===== src/rtl/counter_pkg.sv =====
// Shared constants and next-count arithmetic for the up_counter timebase.
package counter_pkg;

    localparam int unsigned COUNT_WIDTH_DEF = 8;
    localparam int unsigned WRAP_WIDTH_DEF  = 8;

    // One bit wider than the widest supported count (32), so q + STEP cannot overflow.
    localparam int unsigned CALC_W = 33;

    typedef struct packed {
        logic              wrap;
        logic [CALC_W-1:0] value;
    } next_count_t;

    function automatic next_count_t next_count(
        input logic [CALC_W-1:0] q,
        input logic [CALC_W-1:0] step,
        input logic [CALC_W-1:0] max
    );
        next_count_t       r;
        logic [CALC_W-1:0] sum;
        sum     = q + step;
        r.wrap  = (sum > max);
        r.value = r.wrap ? (sum - max - CALC_W'(1)) : sum;
        return r;
    endfunction

endpackage


===== src/rtl/sat_counter.sv =====
// Saturating event counter: counts inc pulses and holds at all-ones.
module sat_counter
    import counter_pkg::*;
#(
    parameter int unsigned WRAPW = WRAP_WIDTH_DEF
) (
    input  logic             clk,
    input  logic             reset,
    input  logic             inc,
    output logic [WRAPW-1:0] count
);

    always_ff @(posedge clk or negedge reset) begin
        if (!reset) begin
            count <= '0;
        end else if (inc && (count != '1)) begin
            count <= count + WRAPW'(1);
        end
    end

endmodule


===== src/rtl/up_counter.sv =====
// Free-running modulo-(MAX_VAL+1) up-counter with terminal-count, wrap pulse and wrap tally.
module up_counter
    import counter_pkg::*;
#(
    parameter int unsigned      WRAPW   = WRAP_WIDTH_DEF,
    parameter int unsigned      WIDTH   = COUNT_WIDTH_DEF,
    parameter logic [WIDTH-1:0] MAX_VAL = '1,
    parameter logic [WIDTH-1:0] STEP    = WIDTH'(1)
) (
    input  logic             clk,
    input  logic             reset,
    output logic [WIDTH-1:0] q,
    output logic             tc,
    output logic             wrap,
    output logic [WRAPW-1:0] wraps
);

    next_count_t nxt;

    always_comb begin
        nxt = next_count(CALC_W'(q), CALC_W'(STEP), CALC_W'(MAX_VAL));
    end

    // Count register and the one-cycle wrap pulse that accompanies the post-wrap value.
    always_ff @(posedge clk or negedge reset) begin
        if (!reset) begin
            q    <= '0;
            wrap <= 1'b0;
        end else begin
            q    <= WIDTH'(nxt.value);
            wrap <= nxt.wrap;
        end
    end

    assign tc = (q == MAX_VAL);

    sat_counter #(
        .WRAPW (WRAPW)
    ) u_wraps (
        .clk   (clk),
        .reset (reset),
        .inc   (nxt.wrap),
        .count (wraps)
    );

endmodule


===== config.mk =====
export PLATFORM = sky130hd
export DESIGN_NAME = up_counter
export DESIGN_NICKNAME = d
export VERILOG_FILES = /design/src/rtl/counter_pkg.sv /design/src/rtl/sat_counter.sv /design/src/rtl/up_counter.sv
export SDC_FILE = /design/constraint.sdc
export NUM_CORES = 1
export LEC_CHECK = 0
export CAP_MARGIN = 10
export CORE_UTILIZATION = 47
export DETAILED_ROUTE_END_ITERATION = 8
export PLACE_DENSITY = 0.84
export SYNTH_ARGS = -nofsm -noshare
export SYNTH_HDL_FRONTEND = slang
export SYNTH_SLANG_ARGS = --single-unit

===== constraint.sdc =====
create_clock -name clk -period 2.2 [get_ports clk]
set_input_delay 0.22 -clock clk [delete_from_list [all_inputs] [get_ports clk]]
set_output_delay 0.22 -clock clk [all_outputs]
set_load 0.01 [all_outputs]

# Word level (Yosys, flattened, before mapping)
# Index checks and enable logic that the tools add are counted.
# totals
elab_cells,12
latch_bits,0
mem_bits_ro,0
input_bits,2
register_bits,17
output_inout_bits,18
ramBits,0
n_memories,0
# op_classes
muxes,1
bitwise,0
shift,0
add_sub_neg,4
magnitude_cmp,1
mul,0
eq_ne,2
div,0
reduce_logical,1
# op_table
operator,n
"adder 8 x 1 -> 9 bit, second input constant",1
"> comparator 9 x 8 -> 1 bit, second input constant",1
"adder 8 x 1 -> 8 bit, second input constant",1
"equality test 8 bit, second input constant",1
2-to-1 mux 8 bit,1
"!= test 8 bit, second input constant",1
"subtractor 8 x 2 -> 8 bit, second input constant",1
"subtractor 8 bit, second input constant",1
logical AND 1 bit,1

# Depth between registers and ports, before layout
# Gate-level depths: netlist of the first run.
# depth
depth_word,4
mapped_depth,7
ltp_nobuf,7

# Cells and area by module
# From an unflattened synthesis of the first run, not the netlist that was laid out.
# hier_totals
cells_unflattened,71
area_unflattened_um2,822.0
# by_module_without_submodules
mod,area_each_um2,cells_per_inst,n_inst,seq_area_each_um2
up_counter,414.1,37,1,225.2
sat_counter,407.9,34,1,200.2

# Worst setup path before layout of the first run
# Ideal clock, no wire load.
# synth_path
path_kind,register to register
start,reg q[0]
end,reg u_wraps.count[1]
setup_slack_ps,224
required_ps,2075
synth_period_minus_slack_ps,1976
path_stages_with_launch,8
setup_ps,125
t_arrival_ps,1850
n_path_buf,0
path_cell_list,dfrtp_1 inv_1 ha_1 nor4b_2 nand3_1 o21ai_4 nand2_2 mux2_4
# synth_between
elab_chain_len,3
# synth_lines
element,line_no,rtl
from (decl),up_counter.sv:12,"output logic [WIDTH-1:0] q,"
from (signal assigned),up_counter.sv:30,q <= WIDTH'(nxt.value);
adder 8 x 1 -> 9 bit,counter_pkg.sv:22,sum = q + step;
> comparator 9 x 8 -> 1 bit,counter_pkg.sv:23,r.wrap = (sum > max);
logical AND 1 bit,sat_counter.sv:16,end else if (inc && (count != '1)) begin
to (signal assigned),sat_counter.sv:17,count <= count + WRAPW'(1);
to (decl),sat_counter.sv:10,output logic [WRAPW-1:0] count
# Every way passes these cells.
# A chain may end at the register's enable or synchronous reset.

# Worst setup path after layout of the first run
# layout_path
start,reg q[0]
end,out tc
# layout_between
elab_chain_len,1
# layout_lines
element,line_no,rtl
equality test 8 bit,up_counter.sv:35,assign tc = (q == MAX_VAL);
to (decl),up_counter.sv:13,"output logic tc,"
# Every way passes these cells.

==> results.py, run 1 <==
metrics = {
    "outcome": {
        "status": "complete, no violations",
    },
    "worst_setup_path": {
        "rr_startpoint": "q[1]",
        "reg2regPathDepth": 6,
        "crit_fanout": 6,
        "criticalPathCategory": "reg -> out",
        "crit_start": "q[0]",
        "crit_required_ns": 1.98,
        "startpoint_type": "flip-flop",
        "arrival_ns": 1.84,
        "crit_path_end_kind": "output port",
    },
    "cts": {
        "cts_tree": "done",
        "root_buffer": "clkbuf_4",
        "h-tree-depth": 1,
        "cts_hold_buf": 0,
        "clk_latency_ns": 0.28,
        "clk_pin_slew_ns": 0.09,
        "cts_num_sinks": 17,
        "clockBufferDepth": 2,
        "numCtsBuffers": 3,
    },
    "synth": {
        "synth-seq-cells": 17,
        "seq_area_frac_synth_pct": 50.9,
        "synth_cell_types": 23,
        "ys_warn_count": 0,
        "async_flop_share_pct": 100,
        "synth_fp_nets": 73,
        "syn_area_um2": 836,
        "syn-instance-count": 68,
        "synth_flop_cell": "dfrtp_1",
        "synth_edf_count": 0,
        "synth.avg_cell_area_um2": 12.3,
    },
    "drt": {
        "detail-route-antenna-nets": 0,
        "num_vias": 587,
        "drt_iter0_drc": 12,
        "drc": 0,
        "via_per_inst": 5.39,
        "totalWireLength_um": 1520,
        "drt_pass1_iterations": 5,
        "wl_per_cell_um": 13.9,
    },
    "placement": {
        "port_buffers": 19,
        "dp_cells": 104,
        "place.gp.congestion": 0.763,
        "dp_hpwl_um": 1150,
    },
    "finish": {
        "nFillCells": 119,
        "syn_to_final_growth_pct": 30.1,
        "layout-drive-gt1-share_pct": 14.0,
        "layout_common_cells": "19 x clkdlybuf4s50_1, 17 x dfrtp_1, 11 x xnor2_1",
        "final_cells": 109,
        "final_common_cell": "clkdlybuf4s50_1",
        "nets": 99,
        "antenna_cells": 0,
    },
    "timing": {
        "worst_pin_slew_ns": 0.720,
        "setup_viol": 0,
        "rsz0062_at_grt": "false",
        "hold_viol_final": 0,
        "setup_tns_ns": 0,
        "fmax_mhz": 486,
        "finalCriticalPeriod_ns": 2.06,
        "final.setup_skew_ns": 0.00264,
        "slew_headroom_pct": 51.9,
        "maxSlewViolCount": 0,
        "post-route-period-util_pct": 93.6,
    },
    "global_route": {
        "grt_pass1_vias": 516,
        "grt_usage_pct": 17.9,
        "grt_overflow_total": 0,
        "grt_max_degree": 18,
        "grt_pass1_wl_um": 2480,
        "antenna_found_initial": 0,
    },
    "floorplanning": {
        "core.rowCount": 14,
        "initial_core_util_pct": 53.0,
        "dieArea_um2": 1950,
        "core_area_um2": 1580,
        "die_h_um": 44.2,
        "die_w_um": 44.2,
        "ios": 20,
    },
    "worst_hold_path": {
        "hp-class": "in -> async",
    },
    "run": {
        "cap_violations": 0,
    },
    "pwr": {
        "p_per_area_nw_per_um2": 439,
        "leakagePower_nw": 0.474,
        "finalPower_w": 0.000477,
        "ir_drop_uv": 389,
    },
}
==> final timing paths <==
kind,end,slack (ns)
setup / recovery,tc,0.14
hold / removal,q[0],0.36
setup reg to reg,u_wraps.count[1],0.24
hold reg to reg,q[0],0.44
max in group asynchronous,u_wraps.count[1],1.39
min in group clk,q[0],0.44
==> per-layer routing <==
metal | vias up | share of wire [%] | track usage [%]
met3 | 2 | 4.2 | 7.35
li1 | 294 | - | -
met5 | - | 0 | 0
met1 | 280 | 50 | 24.9
met4 | 0 | 0.92 | 5.45
met2 | 11 | 45 | 25.6
==> cell families (layout without fill, tap and decap cells) <==
kind of cell	count (synthesis)	in the layout	synth area share [%]
xor+xnor	13	13	14.5
simple gates	24	24	19.0
buf+inv	4	29	1.80
flops	17	17	50.9
mux	1	1	1.80
fa+ha+maj	3	3	4.49
compound gates	6	6	7.49
==> worst max-delay path, stage by stage, from the launching register on <==
cell and delay, ns:
dfrtp_1 0.35, buf_4 0.15, ha_1 0.29, nand4_1 0.16, inv_1 0.07, clkdlybuf4s50_1 0.52
==> cell type report <==
type	count	area, um^2	area share (%)
clock buffers	4	26.3	2.42
flip-flops and latches	17	425	39.1
repair buffers	21	205	18.9
multi-input cells	47	395	36.4
well taps	16	20.0	1.84
inverters	4	15.0	1.38
==> power by group <==
part	internal [W]	switching, W
Combinational	0.00000156	0.00000553
Sequential	0.000312	0
Clock	0.0000704	0.0000875
==> state kept, by name, indices dropped and copies added, names as in the netlist <==
signal,count
u_wraps.count,8
wrap,1
q,8
==> repair_timing <==
action | in CTS | in global routing
resized for setup | 0 | 0
endpoints found under the setup margin | 0 | 1
setup buffers | 0 | 1
==> synth_stat cells (all sizes together), types with 2 or more instances <==
library cell / instances / area share (%)
dfrtp: 17 / 51
xnor2: 11 / 12
nand4: 7 / 5.2
nand3: 6 / 3.6
inv: 4 / 1.8
and4: 3 / 3.4
ha: 3 / 4.5
and2: 2 / 1.5
and3: 2 / 1.5
nand2: 2 / 1.2
o21ai: 2 / 2.5
xor2: 2 / 3.0
==> stage by stage <==
stage               area (um^2)  hold WS [ns]  util [%]  setup WS, ns
floorplan                   836       -0.0756         -         0.224
global placement           1050         0.428      66.8         0.318
detailed placement         1050         0.433      66.8         0.257
CTS                        1080         0.384      68.5        0.0164
global route               1090         0.427      69.0        0.0282
finish                     1090         0.360      69.0         0.141
(Power assumes the default switching activity.)
==> run 2: changes to the inputs <==
--- a/config.mk
+++ b/config.mk
@@ -9,6 +9,7 @@
 export CORE_UTILIZATION = 47
 export DETAILED_ROUTE_END_ITERATION = 8
 export PLACE_DENSITY = 0.84
+export SLEW_MARGIN = 20
 export SYNTH_ARGS = -nofsm -noshare
 export SYNTH_HDL_FRONTEND = slang
 export SYNTH_SLANG_ARGS = --single-unit
==> results of run 2 <==
Final layout, timing and power as in run 1 (identical DEF).
==> patch: new RTL, config.mk and constraints of run 1 <==
`COUNT_WIDTH_DEF`: 8 -> 10.
--- a/src/rtl/counter_pkg.sv
+++ b/src/rtl/counter_pkg.sv
@@ -3,3 +3,3 @@
 
-    localparam int unsigned COUNT_WIDTH_DEF = 8;
+    localparam int unsigned COUNT_WIDTH_DEF = 10;
     localparam int unsigned WRAP_WIDTH_DEF  = 8;
Ports: changed (resized q); port bits go from 20 to 22. The function was not compared with the original's and may differ.
==> patch against run 1 <==
  * The run now ends with negative setup slack left
  * Routed wire length rose by 69%
  * Sequential cell count rose by 2
  * Global-route usage rose by 6.1 points
  * Area after synthesis rose by 20%
  * Worst setup slack got worse by 0.25 ns
  * Final area rose by 37%
  * Critical path depth rose by 2
  * Register-to-register slack got worse by 0.35 ns
  * Power rose by 12%
  * Worst hold slack got worse by 0.13 ns
  * Synthesized cell count rose by 28%
==> patch: results (changes against run 1) <==
fillers=124 (was 119); failing checks=negative setup slack; CTS buffer count=3 (unchanged); LEAKAGE=0.655 nW (was 0.474 nW); vias=846 (was 587); setup_tns=-0.433 ns (was 0 ns); vias in the first global route=799 (was 516); Cells after Synth=87 (was 68); top post-synthesis cells by count=dfrtp_1, nand3_1, xnor2_1, xor2_1, inv_1 (was dfrtp_1, xnor2_1, nand4_1); clk_lat worst skew=0.29 ns; Post-Route WL=2560 um (was 1520 um); CP max stage cell=dfrtp_2 (was clkdlybuf4s50_1); Cell variety after synth=27 (was 23); final setup vio count=6 (was 0); max_slew headroom=0.638 (was 0.519); Longest Clk Path Bufs=2 (unchanged); htree depth=1 (unchanged); wl on met1=1000 um (was 755 um); outcome=finished with violations (was finished, final reports clean); Seq/Total Area, Yosys=0.473 (was 0.509); ant diodes=0 (unchanged); Max FO, Critical Path=5 (was 6); Final nets=131 (was 99); Top delay family on crit path=compound AO/OA/AOI/OAI gates (was buffers and inverters); Worst-path clk slew=0.11 ns (was 0.09 ns); initial antenna violation count=0 (unchanged); Sw Ratio=0.210 (was 0.195); Iter 0 DRT Violations=18 (was 12); Area contributors post-synth=dfrtp_1, nor4_2, xnor2_1, xor2_1, nand3_1 (was dfrtp_1, xnor2_1, nand4_1, ha_1, nand3_1); Met3 Wirelength=110 um (was 64 um); clk root buf=clkbuf_4 (unchanged); DRT Pass-1 Iters=5 (unchanged); top sig layer=met4 (unchanged); ys async rst share=1.00 (unchanged); Final WS setup=-0.108 ns (was 0.141 ns); VDD IR-drop max=0.321 mV (was 0.389 mV); HPWL Detailed=1700 um (was 1150 um); first-pass GRT wire length=3670 um (was 2480 um); critical path data arrival time=2.49 ns (was 1.84 ns); placed cell count=144 (was 104); GP Congestion=0.897 (was 0.763); Hold Crit Class=in -> async (unchanged); drt wl/cell=16.9 um (was 13.9 um); gr usage total=0.240 (was 0.179); syn nets=92 (was 73); clock skew=0.00371 ns (was 0.00264 ns); Slowest Stage Delay on Critical Path=0.45 ns (was 0.52 ns); layout cells sized above 1=0.312 (was 0.140); Primary FF master, synth=dfrtp_1 (unchanged); Regs by FF count=q (10), u_wraps.count (8), wrap (1) (was q (8), u_wraps.count (8), wrap (1)); met2 WL=1430 um (was 681 um); pin count of the biggest net entering global routing=12 (was 18); Port Buf Inserts=21 (was 19); Synth warnings=0 (unchanged)
==> patch: kinds of logic (layout without fill, tap and decap cells) <==
| family | after synthesis | count (layout) | share of synthesized area |
|---|---|---|---|
| and+or+nand+nor | 37 | 37 | 0.262 |
| DFF | 19 | 19 | 0.473 |
| adders and majority gates | 3 | 3 | 0.0374 |
| xor gates and xnor gates | 14 | 14 | 0.122 |
| AOI/OAI and AO/OA | 4 | 4 | 0.0523 |
| muxes | 2 | 2 | 0.0224 |
| buffers and inverters | 8 | 46 | 0.0311 |
==> patch: power groups by stage <==
| stage | clock, mW | combinational (mW) | sequential (mW) |
|---|---|---|---|
| CTS | 0.185 | 0.0107 | 0.349 |
| detailed placement | 0 | 0.0106 | 0.356 |
| global route | 0.202 | 0.0121 | 0.349 |
| floorplan | 0 | 0.000000232 | 0.356 |
| global placement | 0 | 0.0105 | 0.356 |
| finish | 0.176 | 0.0103 | 0.349 |
==> patch: worst paths after layout <==
kind                                              startpoint                      endpoint  slack, ns  cells past startpoint
worst min-delay path                                   reset  u_wraps.count[5]$_DFFE_PN0P_       0.23                      1
worst max-delay path                          q[0]$_DFF_PN0_  u_wraps.count[6]$_DFFE_PN0P_      -0.11                      7
worst max register to register                q[0]$_DFF_PN0_  u_wraps.count[6]$_DFFE_PN0P_      -0.11                      7
max in group asynchronous                              reset                q[2]$_DFF_PN0_       1.42                      2
worst min register to register  u_wraps.count[5]$_DFFE_PN0P_  u_wraps.count[5]$_DFFE_PN0P_       0.49                      1
min in group clk                u_wraps.count[5]$_DFFE_PN0P_  u_wraps.count[5]$_DFFE_PN0P_       0.49                      1
==> patch: per-stage QoR <==
stage,utilization,power [mW],area [um2]
floorplan,-,0.356,1030
global placement,0.678,0.366,1340
detailed placement,0.678,0.366,1340
CTS,0.716,0.545,1420
global route,0.752,0.563,1490
finish,0.752,0.535,1490
==> patch: cell type report <==
type | instances | area (um2) | share of cell area
clock buffers | 4 | 26.3 | 0.0176
inverters | 6 | 22.5 | 0.0151
multi-input cells | 60 | 592 | 0.397
flip-flops and latches | 19 | 480 | 0.322
well taps | 27 | 33.8 | 0.0227
repair buffers | 36 | 335 | 0.225
==> patch: timing repair <==
action,in CTS,in global routing
setup buffers,2,2
endpoints found under the setup margin,5,8
hold buffers,0,0
pin swaps,2,0
resized for setup,4,9
==> patch: per-layer routing <==
metal | track usage | vias up
met5 | 0 | -
met4 | 0.100 | 0
met1 | 0.284 | 427
met2 | 0.432 | 32
li1 | - | 385
met3 | 0.0333 | 2
==> patch: worst register-to-register path, stage by stage (launching register included) <==
cell	delay, ns
dfrtp_2	0.45
ha_4	0.20
xor2_2	0.18
and4_4	0.26
o311ai_4	0.10
o41a_4	0.43
nor3_1	0.22
mux2_1	0.35
